===== config.mk =====
export PLATFORM = sky130hd
export DESIGN_NAME = uart_tx_controller
export DESIGN_NICKNAME = d
export VERILOG_FILES = /design/src/rtl/uart_tx_controller.sv
export SDC_FILE = /design/constraint.sdc
export NUM_CORES = 1
export LEC_CHECK = 0
export BUFFER_PORTS_ARGS = -buffer_cell sky130_fd_sc_hd__buf_4
export CAP_MARGIN = 20
export CORE_UTILIZATION = 50
export CTS_BUF_LIST = sky130_fd_sc_hd__clkbuf_8
export CTS_CLUSTER_SIZE = 14
export DETAILED_ROUTE_END_ITERATION = 8
export PLACE_DENSITY = 0.75
export SLEW_MARGIN = 20
export SYNTH_ARGS = -nofsm -noshare
export SYNTH_HDL_FRONTEND = slang
export SYNTH_SLANG_ARGS = --single-unit

===== constraint.sdc =====
create_clock -name clk -period 2.1 [get_ports clk]
set_input_delay 0.105 -clock clk [delete_from_list [all_inputs] [get_ports clk]]
set_output_delay 0.105 -clock clk [all_outputs]
set_load 0.05 [all_outputs]

===== src/rtl/uart_tx_controller.sv =====
// uart_tx_controller
//   Transmit sequencer for a UART. Accepts one byte per start/ready handshake
//   and shifts it out on tx as: start bit, 8 data bits LSB first, optional
//   parity bit, stop bit(s). Parity is formed from the byte captured at
//   acceptance, so later changes on dat/parity inputs never disturb a frame.
//
//   Build option: define UART_TX_TWO_STOP_EN for two stop bits (default one).
//
//   Ports
//     clk          system clock, rising edge
//     reset        synchronous, active-high reset
//     dat[7:0]     byte to send, captured on acceptance
//     start        transmit request, accepted when start && ready
//     parity_en    1 = append parity bit (captured on acceptance)
//     parity_even  1 = even parity, 0 = odd (captured on acceptance)
//     ready        high while idle (state == IDLE)
//     tx           registered serial output, idles high
//     done         one-cycle pulse during the last cycle of the final stop bit
//
//   Back-to-back: when start is high during the done cycle the next byte is
//   captured at that same edge and the FSM goes straight to START, so the
//   following start bit directly abuts the stop bit with no idle gap.
module uart_tx_controller #(
  parameter int CLK_PER_BIT = 16
) (
  input  logic       clk,
  input  logic       reset,
  input  logic [7:0] dat,
  input  logic       start,
  input  logic       parity_en,
  input  logic       parity_even,
  output logic       ready,
  output logic       tx,
  output logic       done
);

  localparam int CNT_W = $clog2(CLK_PER_BIT);
  localparam logic [CNT_W-1:0] CNT_MAX = CNT_W'(CLK_PER_BIT - 1);

  typedef enum logic [2:0] {
    IDLE,
    START,
    DATA,
    PARITY,
    STOP
  } state_t;

  state_t           state, state_nxt;
  logic [CNT_W-1:0] cnt, cnt_nxt;
  logic [2:0]       bit_idx, bit_idx_nxt;
  logic [2:0]       bit_idx_inc;
  logic             tx_nxt;
  logic             load;
  logic             bit_end;
  logic             last_stop;
  logic             parity_bit;

  // Frame contents captured at acceptance; control-only reset.
  logic [7:0]       data_q;
  logic             par_en_q;
  logic             par_even_q;

`ifdef UART_TX_TWO_STOP_EN
  logic             stop_q, stop_nxt;
  assign last_stop = stop_q;
`else
  assign last_stop = 1'b1;
`endif

  assign bit_end     = (cnt == CNT_MAX);
  assign bit_idx_inc = bit_idx + 3'd1;
  // Even parity is the plain XOR; odd parity inverts it.
  assign parity_bit  = (^data_q) ^ ~par_even_q;

  always_comb begin
    state_nxt   = state;
    cnt_nxt     = cnt;
    bit_idx_nxt = bit_idx;
    tx_nxt      = tx;
    load        = 1'b0;
    done        = 1'b0;
    ready       = (state == IDLE);
`ifdef UART_TX_TWO_STOP_EN
    stop_nxt    = stop_q;
`endif

    if (state != IDLE) begin
      cnt_nxt = bit_end ? '0 : cnt + 1'b1;
    end

    case (state)
      IDLE: begin
        if (start) begin
          load      = 1'b1;
          state_nxt = START;
          cnt_nxt   = '0;
          tx_nxt    = 1'b0;
        end
      end
      START: begin
        if (bit_end) begin
          state_nxt   = DATA;
          bit_idx_nxt = 3'd0;
          tx_nxt      = data_q[0];
        end
      end
      DATA: begin
        if (bit_end) begin
          if (bit_idx == 3'd7) begin
            if (par_en_q) begin
              state_nxt = PARITY;
              tx_nxt    = parity_bit;
            end else begin
              state_nxt = STOP;
              tx_nxt    = 1'b1;
`ifdef UART_TX_TWO_STOP_EN
              stop_nxt  = 1'b0;
`endif
            end
          end else begin
            bit_idx_nxt = bit_idx_inc;
            tx_nxt      = data_q[bit_idx_inc];
          end
        end
      end
      PARITY: begin
        if (bit_end) begin
          state_nxt = STOP;
          tx_nxt    = 1'b1;
`ifdef UART_TX_TWO_STOP_EN
          stop_nxt  = 1'b0;
`endif
        end
      end
      STOP: begin
        if (bit_end) begin
          if (last_stop) begin
            done = 1'b1;
            // Chain the next frame directly when a request is waiting.
            if (start) begin
              load      = 1'b1;
              state_nxt = START;
              tx_nxt    = 1'b0;
            end else begin
              state_nxt = IDLE;
              tx_nxt    = 1'b1;
            end
          end
`ifdef UART_TX_TWO_STOP_EN
          else begin
            stop_nxt = 1'b1;
          end
`endif
        end
      end
      default: begin
        state_nxt = IDLE;
        tx_nxt    = 1'b1;
      end
    endcase
  end

  always_ff @(posedge clk) begin
    if (reset) begin
      state   <= IDLE;
      cnt     <= '0;
      bit_idx <= 3'd0;
      tx      <= 1'b1;
`ifdef UART_TX_TWO_STOP_EN
      stop_q  <= 1'b0;
`endif
    end else begin
      state   <= state_nxt;
      cnt     <= cnt_nxt;
      bit_idx <= bit_idx_nxt;
      tx      <= tx_nxt;
`ifdef UART_TX_TWO_STOP_EN
      stop_q  <= stop_nxt;
`endif
    end
  end

  always_ff @(posedge clk) begin
    if (load) begin
      data_q     <= dat;
      par_en_q   <= parity_en;
      par_even_q <= parity_even;
    end
  end

endmodule


==> out/results.ini, run 1 <==
[worst_setup_path]
r2r-end = state[0]
worstPathRequired_ns = 2.30
r2r-start = cnt[0]
arrival_ns = 2.07
worstPathMaxFanout = 8
ff2ff_setup_slack_ns = 0.23
crit_path_start_kind = flip-flop
cp-end-kind = flip-flop
crit_type = flip-flop to flip-flop
r2r_cells = 6

[route]
wl_met1_um = 836
viasPerCell = 5.63
drt_first_pass_iters = 4
dr.first_iter.drc_count = 8
antenna_left = 0
routed_wl_um = 1980
wl_met3_um = 85
vias = 827
wl_per_cell_um = 13.5
drc = 0
top_layer_used = met4
wl_met2_um = 1020

[clock_tree]
cts_resized = 0
clock_sinks = 21
clk_latency_ns = 0.26
cts_tree = built
htreeDepth = 1
postCtsSetupBuffers = 0
numCtsBuffers = 3
cts_root_buffer = clkbuf_8
cts.path.max_buffers = 2
path_clk_slew_ns = 0.08

[global_routing]
first_global_vias = 845
grt_max_degree = 14
grt.total_usage_pct = 18.1
antenna_found_initial = 0
grt_pass1_wl_um = 3280
overflow = 0

[floorplanning]
initial_utilization_pct = 54.4
io_pins = 16
die_y_um = 48.9
core_area_um2 = 2020
die_x_um = 48.9
rows = 16
die-area_um2 = 2390

[sta]
max_freq_ghz = 0.533
setup_tns_ns = 0
grt_setup_unrepaired = false
fin_crit_sh_pct = 89.3
period_minus_slack_ns = 1.87
hold_violations = 0
slew_headroom_pct = 74.7
whs_ns = 0.0118
skew_ns = 0.00303
setup_viol = 0
finalMaxSlewViolations = 0
worst_pin_slew_ns = 0.380

[logic_synthesis]
syn_area_um2 = 1100
postSynthAreaPerCell_um2 = 10.7
yosysSeqAreaShare_pct = 47.3
ys.flop_type = dfxtp_1
synth-async-reset-ratio_pct = 0
synth-edff-count = 10
ys.warnings.count = 0
ys_types = 37
synthCells = 103
ys_seq_elements = 21
syn_nets = 119

[finish]
finalNonFillerCells = 147
final_cell_area_um2 = 1290
antenna_cells = 0
fillCellCount = 170
nNetsFinal = 137
area_growth_pct = 17.4
layout-drive-gt1-share_pct = 23.3

[pwr]
p_leak_nw = 0.477
power_uw = 940
irDropWorstVdd_v = 0.000602
pwr_density_cell_nw_per_um2 = 728

[min_path]
min_path_type = input port to flip-flop
min_to = par_even_q
hold_path_startpoint = parity_even
hold_depth = 1

[place]
hpwl_um = 1450
gp_congestion = 0.836
placed_area_um2 = 1210
io_buffers = 15
dp.cells = 140

[run]
max_cap_viol_count = 0

[run_status]
outcome = finished, final reports clean

-- layout by cell type, fill, tap and decap left out, types with 2 or more instances in the layout --
cell	Yosys	routed
a211oi_1	2	2
a21oi_1	9	9
a22oi_1	2	2
and3_1	2	2
buf_4	2	15
clkbuf_8	0	3
dfxtp_1	11	11
dlygate4sd3_1	0	3
edfxtp_1	10	10
ha_1	3	3
inv_1	2	2
mux4_2	2	2
nand2_1	2	2
nand3_1	6	6
nor2_1	14	14
nor3_1	2	2
nor3b_1	2	2
o211ai_1	3	3
o21ai_0	3	3
or4b_1	2	2
xnor2_1	4	4
xor2_1	2	2
-- synth_stat cells, types with 3 or more instances --
| library cell | count | area [µm²] |
|---|---|---|
| a21oi_1 | 9 | 45.0 |
| dfxtp_1 | 11 | 220 |
| edfxtp_1 | 10 | 300 |
| ha_1 | 3 | 37.5 |
| nand3_1 | 6 | 30.0 |
| nor2_1 | 14 | 52.6 |
| o211ai_1 | 3 | 22.5 |
| o21ai_0 | 3 | 15.0 |
| xnor2_1 | 4 | 35.0 |
-- final cells by class --
type                            instances  area (µm²)  share of cell area (%)
Multi-Input combinational cell         73         528                    40.9
Clock inverter                          1        7.51                   0.581
Clock buffer                            3        41.3                    3.20
Sequential cell                        21         520                    40.3
Inverter                                4        17.5                    1.36
Tap cell                               27        33.8                    2.62
Timing Repair Buffer                   18         143                    11.0
-- critical path, stage by stage (launching register included) --
cell and delay [ns]:
dfxtp_1 0.38, ha_1 0.23, nand3_2 0.19, nand3_1 0.20, o2111ai_1 0.14, or4b_1 0.52, a21oi_1 0.15
-- state kept, by name, indices dropped and copies added (netlist names) --
name / cells
par_en_q: 1
tx: 1
state: 3
cnt: 4
bit_idx: 3
par_even_q: 1
data_q: 8
-- power by group --
part | leakage, nW | switching [mW] | internal, mW
clock | 0.0217 | 0.135 | 0.134
combinational | 0.271 | 0.0978 | 0.0902
sequential | 0.185 | 0.0230 | 0.459
-- through the flow --
step                setup slack [ns]  util, %
global route                  0.0647     63.9
detailed placement             0.252     60.0
floorplan                      0.365        -
finish                         0.226     63.9
global placement               0.271     60.0
CTS                            0.222     62.4
-- cells by family (layout without fill, tap and decap cells) --
logic type               Yosys count  count (layout)  synth area share [%]
flip-flops                        21              21                  47.3
AND/OR/NAND/NOR                   36              36                  18.7
AO/OA/AOI/OAI                     23              23                  13.1
XOR/XNOR                           7               7                  6.83
buffers and inverters              9              26                  4.66
multiplexers                       4               4                  6.03
adder cells (fa/ha/maj)            3               3                  3.41
-- timing repair --
item | CTS | global route
endpoints found under the hold margin | 0 | 3
hold buffers | 0 | 3
setup endpoints to repair | 0 | 0
-- how the worst max path moves through the flow --
stage	endpoint	from	slack [ns]	depth (start not counted)
3_3_place_gp	tx	bit_idx[0]	0.27	6
3_5_place_dp	state[0]	bit_idx[0]	0.25	7
4_1_cts	state[0]	bit_idx[0]	0.22	7
6_report	state[0]	cnt[0]	0.23	6
5_1_grt	state[2]	cnt[0]	0.06	6
2_1_floorplan	tx	bit_idx[0]	0.36	6
-- layer usage --
metal | vias up | track usage (%)
li1 | 419 | -
met1 | 383 | 17.8
met2 | 20 | 33.8
met3 | 5 | 5.61
met4 | 0 | 8.82
met5 | - | 0
Note: power is estimated with default switching activity, not from simulation.
==> run 2, diff against run 1 <==
CORE_MARGIN = 4   (was not set)
==> out/results.ini, run 2 (synthesis gave the netlist of run 1 again) <==
[run_status]
outcome = finished, final reports clean

[global_routing]
antenna_found_initial = 0  ; unchanged
grt_pass1_wl_um = 3350  ; +2.1%
first_global_vias = 764  ; -9.6%
overflow = 0  ; unchanged
grt.total_usage_pct = 16.3  ; -1.8 points
use_met2_pct = 27.0  ; -6.8 points
grtUsageMet1_pct = 19.4  ; +1.6 points
grt_max_degree = 13  ; -1
gr-usage-met3_pct = 4.29  ; -1.3 points
busiest_layer = met2

[route]
dr.first_iter.drc_count = 13  ; +5
antenna_left = 0  ; unchanged
wl_per_cell_um = 13.9  ; +2.9%
viasPerCell = 5.68  ; +0.97%
drc = 0  ; unchanged
routed_wl_um = 2000  ; +0.76%
drt_first_pass_iters = 4  ; unchanged
vias = 818  ; -1.1%

[finish]
utilization_pct = 62.2  ; -1.7 points
reg_top3 = data_q x8, cnt x4
final_common_cell = buf_4
nNetsFinal = 134  ; -2.2%
final_cell_area_um2 = 1260  ; -2.6%
regMostFlops = data_q
antenna_cells = 0  ; unchanged
largest_reg_flops = 8  ; unchanged
layout-drive-gt1-share_pct = 23.1  ; -0.26 points
area_growth_pct = 14.3
layout_common_cells = buf_4 (15), nor2_1 (14), dfxtp_1 (11), edfxtp_1 (10), a21oi_1 (9)

[sta]
fin_crit_sh_pct = 89.8  ; +0.56 points
period_minus_slack_ns = 1.89  ; +0.0118 ns
finalMaxSlewViolations = 0  ; unchanged
setup_ws_ns = 0.214  ; -0.0118 ns
slew_headroom_pct = 74.7  ; about the same
skew_ns = 0.00268  ; -0.000349 ns
setup_viol = 0  ; unchanged
worst_pin_slew_ns = 0.379  ; -0.000798 ns
hold_violations = 0  ; unchanged
setup_tns_ns = 0  ; unchanged
max_freq_ghz = 0.530  ; -0.63%
grt_setup_unrepaired = false
whs_ns = 0.0154  ; +0.00363 ns

[floorplanning]
die-area_um2 = 3010  ; +26%
rows = 16  ; unchanged
initial_utilization_pct = 54.4  ; unchanged
die_y_um = 54.9  ; +12%
core_area_um2 = 2020  ; unchanged
io_pins = 16  ; unchanged
die_x_um = 54.9  ; +12%

[pwr]
irDropWorstVdd_v = 0.000582  ; -3.3%
p_sw_uw = 249  ; -2.8%
p_leak_nw = 0.470  ; -1.5%
p_int_uw = 676  ; -1.0%
p_clk_share_pct = 27.7  ; -1.0 points
pwr_density_cell_nw_per_um2 = 736  ; +1.1%
p_sw_share_pct = 26.9  ; -0.36 points
pwr-share-comb_pct = 20.1  ; about the same
seqPwrFrac_pct = 52.2  ; +0.9 points

[clock_tree]
cts_root_buffer = clkbuf_8
cts_resized = 0  ; unchanged
numCtsBuffers = 3  ; unchanged
htreeDepth = 1  ; unchanged
cts_tree = built
holdBufCountCts = 0  ; unchanged
clk_latency_ns = 0.26  ; about the same
clock_sinks = 21  ; unchanged
cts.path.max_buffers = 2  ; unchanged
path_clk_slew_ns = 0.07  ; about the same
postCtsSetupBuffers = 0  ; unchanged

[place]
io_buffers = 15  ; unchanged
hpwl_um = 1500  ; +3.5%
gp_congestion = 0.825  ; -1.3%
dp_slack_ns = 0.243  ; -0.00921 ns
placed_area_um2 = 1210  ; unchanged

[worst_setup_path]
arrival_ns = 2.08  ; about the same
ff2ff_setup_slack_ns = 0.21  ; about the same
crit_path_start_kind = flip-flop
worstPathRequired_ns = 2.30  ; about the same
r2r-end = state[0]
worstPathMaxFanout = 8  ; unchanged
r2r-start = cnt[0]
r2r_cells = 6  ; unchanged
crit_type = flip-flop to flip-flop
cp-end-kind = flip-flop

[min_path]
min_path_type = input port to flip-flop
hold_path_startpoint = dat[6]
hold_depth = 1  ; unchanged
min_to = data_q[6]

[run]
max_cap_viol_count = 0  ; unchanged

-- run 2: area by class of cell --
| cell class | count | area, µm² |
|---|---|---|
| clock buffers | 3 | 41.3 |
| clock inverters | 1 | 3.75 |
| fillers | 184 | 764 |
| inverters | 4 | 17.5 |
| multi-input cells | 73 | 528 |
| flip-flops and latches | 21 | 520 |
| well taps | 27 | 33.8 |
| repair buffers | 15 | 113 |
-- run 2: routing by layer --
layer | share of wire [%] | vias to the layer above | wire length [µm]
li1 | - | 408 | -
met1 | 43 | 386 | 861
met2 | 49 | 20 | 976
met3 | 5.9 | 4 | 118
met4 | 2.0 | 0 | 40
met5 | 0 | - | 0
-- run 2: worst max-delay path: stages, from the launching register on --
cell       delay, ns
dfxtp_1         0.38
ha_1            0.23
nand3_2         0.19
nand3_1         0.19
o2111ai_1       0.15
or4b_1          0.54
a21oi_1         0.15
-- run 2: how the worst max path moves through the flow --
stage,from,end,cells past startpoint
after global placement,bit_idx[0],tx,6
after detailed placement,bit_idx[0],state[0],7
final,cnt[0],state[0],6
after floorplan,bit_idx[0],tx,6
after global routing,bit_idx[0],state[0],7
after CTS,bit_idx[0],state[0],7
-- run 2: power by group through the flow --
stage | sequential (mW) | clock (mW) | combinational, mW
detailed placement | 0.492 | 0 | 0.186
floorplan | 0.489 | 0 | 0.139
finish | 0.483 | 0.256 | 0.186
global placement | 0.491 | 0 | 0.180
global route | 0.486 | 0.292 | 0.203
CTS | 0.483 | 0.266 | 0.187
-- run 2: metrics by stage --
stage / power, mW / instances
2_1_floorplan: 0.628 / 103
3_3_place_gp: 0.671 / 140
3_5_place_dp: 0.678 / 140
4_1_cts: 0.936 / 144
5_1_grt: 0.982 / 144
6_report: 0.925 / 144
==> run 3, diff against run 2 <==
GPL_TIMING_DRIVEN = 0   (was not set)
==> out/results.ini, run 3 (synthesis gave the netlist of run 1 again) <==
[worst_setup_path]
r2r-start = bit_idx[0]
crit_path_start_kind = flip-flop
cpPeakStageDelay_ns = 0.53  ; about the same
ff2ff_setup_slack_ns = 0.21  ; about the same
critPathTopFamily = simple AND/OR/NAND/NOR gates
worstPathRequired_ns = 2.29  ; about the same
worstPathMaxFanout = 5  ; -3
crit_type = flip-flop to flip-flop
slowest_stage = or4b_1
arrival_ns = 2.08  ; about the same
cpMostUsedCell = ha_1
crit_buf_inv = 0  ; unchanged
cp-end-kind = flip-flop
crit_start = bit_idx[0]
worstPathCellList = ha_1, ha_1, nor2_1, o21ai_1, o2111ai_1, or4b_1, a21oi_1

[clock_tree]
clock_sinks = 21  ; unchanged
clk_latency_ns = 0.26  ; about the same
cts_resized = 0  ; unchanged
cts_tree = built
path_clk_slew_ns = 0.07  ; about the same
holdBufCountCts = 0  ; unchanged
cts.path.max_buffers = 2  ; unchanged
postCtsSetupBuffers = 0  ; unchanged
numCtsBuffers = 3  ; unchanged
cts_root_buffer = clkbuf_8
htreeDepth = 1  ; unchanged

[global_routing]
grt_pass1_wl_um = 3330  ; -0.42%
grt_max_degree = 12  ; -1
overflow = 0  ; unchanged
first_global_vias = 802  ; +5.0%
grt.total_usage_pct = 15.6  ; -0.71 points
antenna_found_initial = 0  ; unchanged

[route]
wl_per_cell_um = 12.8  ; -7.5%
viasPerCell = 5.46  ; -3.8%
drt_first_pass_iters = 4  ; unchanged
drc = 0  ; unchanged
antenna_left = 0  ; unchanged
dr.first_iter.drc_count = 22  ; +9
routed_wl_um = 1910  ; -4.3%
vias = 814  ; -0.49%

[sta]
setup_viol = 0  ; unchanged
finalMaxSlewViolations = 0  ; unchanged
max_freq_ghz = 0.529  ; -0.16%
hold_violations = 0  ; unchanged
slew_headroom_pct = 69.9  ; -4.8 points
skew_ns = 0.00649  ; +0.00381 ns
period_minus_slack_ns = 1.89  ; +0.00304 ns
setup_tns_ns = 0  ; unchanged
worst_pin_slew_ns = 0.451  ; +0.0723 ns
grt_setup_unrepaired = false
fin_crit_sh_pct = 90.0  ; +0.14 points

[finish]
area_growth_pct = 17.4
layout_common_cells = buf_4 (17), nor2_1 (14), dfxtp_1 (11), edfxtp_1 (10), a21oi_1 (9)
layout-drive-gt1-share_pct = 24.6  ; +1.5 points
reg_top3 = data_q x8, cnt x4
regMostFlops = data_q
final_cell_area_um2 = 1290  ; +2.7%
largest_reg_flops = 8  ; unchanged
antenna_cells = 0  ; unchanged
final_common_cell = buf_4
nNetsFinal = 139  ; +3.7%

[floorplanning]
io_pins = 16  ; unchanged
rows = 16  ; unchanged
die_y_um = 54.9  ; unchanged
core_area_um2 = 2020  ; unchanged
initial_utilization_pct = 54.4  ; unchanged
die-area_um2 = 3010  ; unchanged
die_x_um = 54.9  ; unchanged

[place]
placed_area_um2 = 1250  ; +2.8%
hpwl_um = 1430  ; -4.7%
gp_congestion = 0.830  ; +0.55%
io_buffers = 15  ; unchanged

[min_path]
hold_path_startpoint = dat[2]
min_path_type = input port to flip-flop

[run_status]
outcome = finished, final reports clean

[run]
max_cap_viol_count = 0  ; unchanged

[pwr]
irDropWorstVdd_v = 0.000403  ; -31%
pwr_density_cell_nw_per_um2 = 713  ; -3.2%
p_leak_nw = 0.489  ; +4.1%

[run 3: cell types whose count changed in the layout (fill, tap and decap cells not counted), sizes merged]
cell	delta
clkbuf	+2
buf	+3
[run 3: final cells by class]
type	instances	area, µm²
tap	27	33.8
fill	167	731
multi-input combinational	73	528
timing repair buffer	15	113
buffer	5	33.8
clock buffer	3	41.3
sequential	21	520
inverter	4	17.5
clock inverter	1	3.75
[run 3: power by group]
group	total [mW]	switching (mW)	internal, mW	leakage (nW)
combinational	0.195	0.105	0.0908	0.277
sequential	0.475	0.0152	0.460	0.185
clock	0.250	0.120	0.130	0.0269
total	0.920	0.240	0.680	0.489
[run 3: metal layers]
metal  track usage (%)  part of all wire, %  vias to the layer above
met3              3.49                  4.7                        4
met1              17.0                   42                      371
met4              7.29                  1.8                        0
li1                  -                    -                      420
met2              28.5                   51                       19
met5                 0                    0                        -
[run 3: final timing paths]
path	end	depth (start not counted)
max	state[2]	7
min reg2reg	bit_idx[1]	2
min	data_q[2]	1
max reg2reg	state[2]	7
[run 3: metrics by stage]
step / std cells / worst slack (ns) / power [mW] / utilization, % / hold WS [ns]
finish: 149 / 0.211 / 0.920 / 63.9 / 0.0185
global route: 149 / 0.0361 / 0.970 / 63.9 / 0.00902
CTS: 149 / 0.199 / 0.931 / 63.9 / 0.0134
detailed placement: 145 / 0.208 / 0.678 / 61.6 / 0.284
global placement: 145 / 0.253 / 0.674 / 61.6 / 0.283
floorplan: 103 / 0.365 / 0.628 / - / 0.188
[run 3: worst reg2reg max path, cell delays in order (launching register included)]
cell and delay, ns:
dfxtp_1 0.43, ha_1 0.19, ha_1 0.18, nor2_1 0.08, o21ai_1 0.13, o2111ai_1 0.15
or4b_1 0.53, a21oi_1 0.15
